$ cat config.mk
export PLATFORM = sky130hd
export DESIGN_NAME = gpu_axis_readback
export DESIGN_NICKNAME = d
export VERILOG_FILES = /design/src/rtl/gpu_pkg.sv /design/src/rtl/axis_skid_fifo.sv /design/src/rtl/gpu_axis_readback.sv
export SDC_FILE = /design/constraint.sdc
export NUM_CORES = 1
export LEC_CHECK = 0
export CAP_MARGIN = 10
export CORE_MARGIN = 2
export CORE_UTILIZATION = 56
export CTS_CLUSTER_DIAMETER = 120
export DETAILED_ROUTE_END_ITERATION = 8
export GPL_TIMING_DRIVEN = 0
export PLACE_DENSITY = 0.91
export SETUP_SLACK_MARGIN = 0.02
export SLEW_MARGIN = 0
export SYNTH_ARGS = -nofsm -noshare
export SYNTH_HDL_FRONTEND = slang
export SYNTH_SLANG_ARGS = --single-unit
$ cat constraint.sdc
create_clock -name axis_clk -period 6.9 [get_ports axis_clk]
set_clock_uncertainty 0.05 [all_clocks]
set_input_delay 1.38 -clock axis_clk [delete_from_list [all_inputs] [get_ports axis_clk]]
set_output_delay 1.38 -clock axis_clk [all_outputs]
set_load 0.01 [all_outputs]
$ cat src/rtl/gpu_pkg.sv
// gpu_pkg: shared definitions for the GPU stream blocks.
//   AXIS_DATA_WIDTH     - stream / memory word width (32 only)
//   READBACK_FIFO_DEPTH - entries in the readback skid buffer
//   rb_state_t          - readback FSM state encoding
// The CSUM state exists only when GPU_READBACK_CHECKSUM_EN is defined.
package gpu_pkg;

  localparam int AXIS_DATA_WIDTH     = 32;
  localparam int READBACK_FIFO_DEPTH = 2;

  typedef enum logic [1:0] {
    RB_IDLE   = 2'd0,
    RB_STREAM = 2'd1,
`ifdef GPU_READBACK_CHECKSUM_EN
    RB_CSUM   = 2'd2,
`endif
    RB_FINISH = 2'd3
  } rb_state_t;

endpackage

$ cat src/rtl/axis_skid_fifo.sv
// axis_skid_fifo: 2-entry data buffer sitting between the memory read
// return and the AXI-Stream output.
//   clk, rst        - clock, asynchronous active-high reset
//   push, push_data - write one word (caller guarantees not full)
//   pop             - drop the head word (caller guarantees not empty)
//   head_data       - oldest stored word
//   head_valid      - at least one word is stored
//   occupancy       - number of stored words (0..2)
module axis_skid_fifo
  import gpu_pkg::*;
#(
  parameter int DATA_WIDTH = AXIS_DATA_WIDTH
) (
  input  logic                  clk,
  input  logic                  rst,
  input  logic                  push,
  input  logic [DATA_WIDTH-1:0] push_data,
  input  logic                  pop,
  output logic [DATA_WIDTH-1:0] head_data,
  output logic                  head_valid,
  output logic [1:0]            occupancy
);

  logic [DATA_WIDTH-1:0] entry [READBACK_FIFO_DEPTH];
  logic                  wr_ptr_reg;
  logic                  rd_ptr_reg;
  logic [1:0]            count_reg;

  genvar gi;
  generate
    for (gi = 0; gi < READBACK_FIFO_DEPTH; gi++) begin : g_entry
      logic [DATA_WIDTH-1:0] data_reg;
      always_ff @(posedge clk or posedge rst) begin
        if (rst) begin
          data_reg <= '0;
        end else if (push && (wr_ptr_reg == 1'(gi))) begin
          data_reg <= push_data;
        end
      end
      assign entry[gi] = data_reg;
    end
  endgenerate

  always_ff @(posedge clk or posedge rst) begin
    if (rst) begin
      wr_ptr_reg <= 1'b0;
      rd_ptr_reg <= 1'b0;
      count_reg  <= 2'd0;
    end else begin
      if (push) wr_ptr_reg <= ~wr_ptr_reg;
      if (pop)  rd_ptr_reg <= ~rd_ptr_reg;
      case ({push, pop})
        2'b10:   count_reg <= count_reg + 2'd1;
        2'b01:   count_reg <= count_reg - 2'd1;
        default: count_reg <= count_reg;
      endcase
    end
  end

  assign head_data  = entry[rd_ptr_reg];
  assign head_valid = (count_reg != 2'd0);
  assign occupancy  = count_reg;

endmodule

$ cat src/rtl/gpu_axis_readback.sv
// gpu_axis_readback: AXI-Stream master that streams a contiguous block of
// data-memory words to the host.
//   axis_clk, reset              - clock, asynchronous active-high reset
//   cmd_valid/cmd_ready          - command handshake
//   cmd_base_addr, cmd_len       - first word address, word count (0..2^ADDR_WIDTH)
//   mem_rd_en, mem_addr          - synchronous read port (data 1 cycle later)
//   mem_rd_data                  - read return data
//   axis_tdata/tkeep/tlast/tvalid/tready - outbound stream
//   busy                         - command accepted, transfer not yet done
//   done                         - one-cycle completion pulse
// Optional feature: GPU_READBACK_CHECKSUM_EN appends a beat carrying the
// modulo-2^32 sum of all data words; that beat alone carries tlast.
module gpu_axis_readback
  import gpu_pkg::*;
#(
  parameter int ADDR_WIDTH = 12,
  parameter int DATA_WIDTH = AXIS_DATA_WIDTH
) (
  input  logic                  axis_clk,
  input  logic                  reset,
  input  logic                  cmd_valid,
  output logic                  cmd_ready,
  input  logic [ADDR_WIDTH-1:0] cmd_base_addr,
  input  logic [ADDR_WIDTH:0]   cmd_len,
  output logic                  mem_rd_en,
  output logic [ADDR_WIDTH-1:0] mem_addr,
  input  logic [DATA_WIDTH-1:0] mem_rd_data,
  output logic [DATA_WIDTH-1:0] axis_tdata,
  output logic                  axis_tkeep,
  output logic                  axis_tlast,
  output logic                  axis_tvalid,
  input  logic                  axis_tready,
  output logic                  busy,
  output logic                  done
);

  localparam logic [ADDR_WIDTH:0] ONE_BEAT = {{ADDR_WIDTH{1'b0}}, 1'b1};

  rb_state_t             state_reg;
  logic [ADDR_WIDTH-1:0] addr_reg;
  logic [ADDR_WIDTH:0]   reads_left_reg;
  logic [ADDR_WIDTH:0]   beats_left_reg;
  logic                  inflight_reg;

  logic [DATA_WIDTH-1:0] head_data;
  logic                  head_valid;
  logic [1:0]            occupancy;
  logic                  fifo_pop;
  logic [2:0]            credit;
  logic                  issue;

  // A word leaving the buffer this cycle frees its slot for a new read,
  // which keeps one beat per cycle while never holding more than two words.
  assign fifo_pop = (state_reg == RB_STREAM) && head_valid && axis_tready;
  assign credit   = {2'b00, inflight_reg} + {1'b0, occupancy} - {2'b00, fifo_pop};
  assign issue    = (state_reg == RB_STREAM) && (reads_left_reg != '0) && (credit < 3'd2);

  axis_skid_fifo #(
    .DATA_WIDTH(DATA_WIDTH)
  ) u_fifo (
    .clk       (axis_clk),
    .rst       (reset),
    .push      (inflight_reg),
    .push_data (mem_rd_data),
    .pop       (fifo_pop),
    .head_data (head_data),
    .head_valid(head_valid),
    .occupancy (occupancy)
  );

`ifdef GPU_READBACK_CHECKSUM_EN
  logic [DATA_WIDTH-1:0] sum_reg;
`endif

  always_ff @(posedge axis_clk or posedge reset) begin
    if (reset) begin
      state_reg      <= RB_IDLE;
      addr_reg       <= '0;
      reads_left_reg <= '0;
      beats_left_reg <= '0;
      inflight_reg   <= 1'b0;
`ifdef GPU_READBACK_CHECKSUM_EN
      sum_reg        <= '0;
`endif
    end else begin
      inflight_reg <= issue;
      if (issue) begin
        addr_reg       <= addr_reg + 1'b1;
        reads_left_reg <= reads_left_reg - 1'b1;
      end
      case (state_reg)
        RB_IDLE: begin
          if (cmd_valid) begin
            addr_reg       <= cmd_base_addr;
            reads_left_reg <= cmd_len;
            beats_left_reg <= cmd_len;
`ifdef GPU_READBACK_CHECKSUM_EN
            sum_reg        <= '0;
`endif
            state_reg      <= (cmd_len == '0) ? RB_FINISH : RB_STREAM;
          end
        end
        RB_STREAM: begin
          if (fifo_pop) begin
            beats_left_reg <= beats_left_reg - 1'b1;
`ifdef GPU_READBACK_CHECKSUM_EN
            sum_reg        <= sum_reg + head_data;
            if (beats_left_reg == ONE_BEAT) state_reg <= RB_CSUM;
`else
            if (beats_left_reg == ONE_BEAT) state_reg <= RB_FINISH;
`endif
          end
        end
`ifdef GPU_READBACK_CHECKSUM_EN
        RB_CSUM: begin
          if (axis_tready) state_reg <= RB_FINISH;
        end
`endif
        RB_FINISH: state_reg <= RB_IDLE;
        default:   state_reg <= RB_IDLE;
      endcase
    end
  end

  assign cmd_ready = (state_reg == RB_IDLE);
  assign done      = (state_reg == RB_FINISH);
  assign mem_rd_en = issue;
  assign mem_addr  = addr_reg;

`ifdef GPU_READBACK_CHECKSUM_EN
  assign busy        = (state_reg == RB_STREAM) || (state_reg == RB_CSUM);
  assign axis_tvalid = head_valid || (state_reg == RB_CSUM);
  assign axis_tdata  = (state_reg == RB_CSUM) ? sum_reg :
                       (head_valid ? head_data : '0);
  assign axis_tlast  = (state_reg == RB_CSUM);
`else
  assign busy        = (state_reg == RB_STREAM);
  assign axis_tvalid = head_valid;
  assign axis_tdata  = head_valid ? head_data : '0;
  assign axis_tlast  = head_valid && (beats_left_reg == ONE_BEAT);
`endif
  assign axis_tkeep  = axis_tvalid;

endmodule

==> flow_summary.yaml <==
outcome:
  status: "complete, no violations"
die:
  die_h_um: 102.8
  die_w_um: 102.8
  dieArea_mm2: 0.01057
  rows: 36
  core_area_mm2: 0.009639
  initial_core_util: 0.5671
  num_io_pins: 112
placement:
  port_buffers: 111
  hpwl_um: 9569
  placed_area_mm2: 0.006774
  gp_congestion: 0.9029
logic_synthesis:
  netlist_area_mm2: 0.005466
  netlist.top_cell.by_area: "dfrtp_1"
  yosysSeqAreaShare: 0.4990
  synth.avg_cell_area_um2: 10.78
  syn_inst: 507
  syn_nets: 573
  synth.distinct_cells: 59
  synth_seq_cells: 109
  ys.flop_type: "dfrtp_1"
  async_flop_share: 1.000
  synth_top_area_frac: 0.4990
  synth.area.top_cells: "dfrtp_1 50%, mux2_2 13%, mux2i_1 6.2%"
  synth_edf_count: 0
  ys_warn_count: 0
clock_network:
  path_clk_slew_ns: 0.10
  ctsResizeCount: 0
  cts_tree: "built"
  postCtsSetupBuffers: 0
  clock_sinks: 109
  hold_buffers: 0
  root_buffer: "clkbuf_8"
  cts_max_level: 3
  clockBufferDepth: 2
  cts_buffers: 9
  clk_latency_ns: 0.36
setup_path:
  cp-end-kind: "output pin"
  worst-setup-path-type: "input pin to output pin"
  arrival_ns: 4.64
  cp.required_ns: 5.47
  critPathMaxFanout: 10
  start_kind: "input pin"
global_route:
  grt_pass1_vias: 4547
  grt_start_max_net_pins: 65
  grt_pass1_wl_um: 21380
  antenna_found_initial: 0
  grt_overflow_total: 0
  grtUsageTotal: 0.2566
routing:
  routed_wl_um: 13140
  vias: 4419
  viasPerCell: 5.754
  first_pass_iters: 5
  wire_per_inst_um: 17.11
  drtIter0Drc: 207
  postRouteAntennaNets: 0
  drcViolationCount: 0
cells_and_area:
  final_cell_mix: "111 x clkdlybuf4s50_1, 109 x dfrtp_1, 64 x mux2_2"
  mostFrequentLayoutCell: "clkdlybuf4s50_1"
  final_nets: 696
  design_area_mm2: 0.006972
  largest_reg_flops: 64
  area_delta_synth_final_pct: 27.53
  final_layout_size_suffix_gt1_frac: 0.1543
  antenna_cells: 0
  num-fill-cells: 739
  fin_util: 0.7233
timing:
  hold-worst-slack_ns: 0.4567
  relSlewSlack: 0.4937
  rsz0062_at_grt: "false"
  timing.final.crit_period_ns: 6.072
  fmax_ghz: 0.1647
  setup_viol: 0
  finalCritPeriodShare: 0.8800
  drv_slew: 0
  hold_viol: 0
  worstMarginPinSlew_ns: 0.7595
  fin_tns_setup_ns: 0
power:
  netSwitchingFraction: 0.3928
  intPower_mw: 2.100
  p_comb_frac: 0.539
  p_leak_nw: 2.811
  ir_drop_uv: 271.9
  p_sw_mw: 1.359
  pwr_density_cell_mw_per_mm2: 496.1
  clock_power_share: 0.112
  pwr-share-seq: 0.349
worst_hold_path:
  hp-class: "register to register"
flow_run:
  max-cap-violations: 0
==> cells by family after synthesis <==
group | synth area share
AND/OR/NAND/NOR | 0.1389
flip-flops | 0.4990
multiplexers | 0.1941
AO/OA/AOI/OAI | 0.09636
buffers and inverters | 0.02678
XOR/XNOR | 0.03204
adder cells (fa/ha/maj) | 0.01282
==> area by class of cell <==
type                       instances  area (um2)  share of cell area
buffer                            29       116.4             0.01669
clock buffer                       9       123.9             0.01777
clock inverter                     7       73.82             0.01059
inverter                           8       32.53            0.004666
multi-input combinational        361        2592              0.3719
sequential                       109        2728              0.3912
tap                              133       166.4             0.02387
timing repair buffer             112        1139              0.1633
==> cells in the mapped netlist, types with 4 or more instances <==
cell type and instances:
buf_1 8, o311ai_0 4, nand3_1 9, nor4_1 9
o22ai_1 4, a21oi_1 23, nand2_1 35, clkbuf_1 17
dfrtp_1 109, or3_1 5, xnor2_1 16, nor2_1 58
nor3_1 10, mux2_2 64, and3_1 4, nor4b_1 4
o21ai_0 27, mux2i_1 34, ha_1 4, xor2_1 4
inv_1 7
==> layer usage <==
metal,vias to the layer above,part of all wire,global-route usage
met3,33,0.052,0.03932
met1,2165,0.42,0.3330
met5,-,0,0
met2,171,0.50,0.4309
met4,0,0.026,0.1113
li1,2050,-,-
==> metrics by stage <==
stage               total power, mW  setup slack [ns]  std cells
detailed placement            3.072            0.8374        752
global route                  3.710            0.5377        768
CTS                           3.467            0.8485        768
floorplan                     2.337             2.286        507
global placement              2.963            0.9034        751
finish                        3.459            0.8278        768
==> worst max-delay path, stage by stage <==
cell             delay [ns]
clkdlybuf4s50_1        0.51
nand2_1                0.13
nor3_1                 0.34
o21ai_0                0.17
fa_1                   0.40
xnor2_1                0.31
nand3_2                0.22
buf_2                  0.25
nor2_2                 0.32
clkdlybuf4s50_1        0.61
==> power by group through the flow <==
| stage | combinational, mW | sequential [mW] | clock [mW] |
|---|---|---|---|
| after global routing | 2.04 | 1.25 | 0.424 |
| after global placement | 1.79 | 1.18 | 0 |
| after floorplan | 1.17 | 1.16 | 0 |
| after CTS | 1.87 | 1.20 | 0.396 |
| after detailed placement | 1.86 | 1.21 | 0 |
| final | 1.87 | 1.21 | 0.386 |
==> worst paths after layout <==
path / from / end / slack [ns] / cells after the start
max: axis_tready / mem_rd_en / 0.83 / 10
min: u_fifo.wr_ptr_reg / u_fifo.wr_ptr_reg / 0.46 / 1
max reg2reg: state_reg[1] / mem_addr[1] / 3.33 / 13
min reg2reg: u_fifo.wr_ptr_reg / u_fifo.wr_ptr_reg / 0.46 / 1
max in group asynchronous: reset / u_fifo.g_entry[1].data_reg[28] / 4.70 / 3
min in group asynchronous: reset / mem_addr[6] / 1.39 / 2
Power figures use the tool's default switching activity.
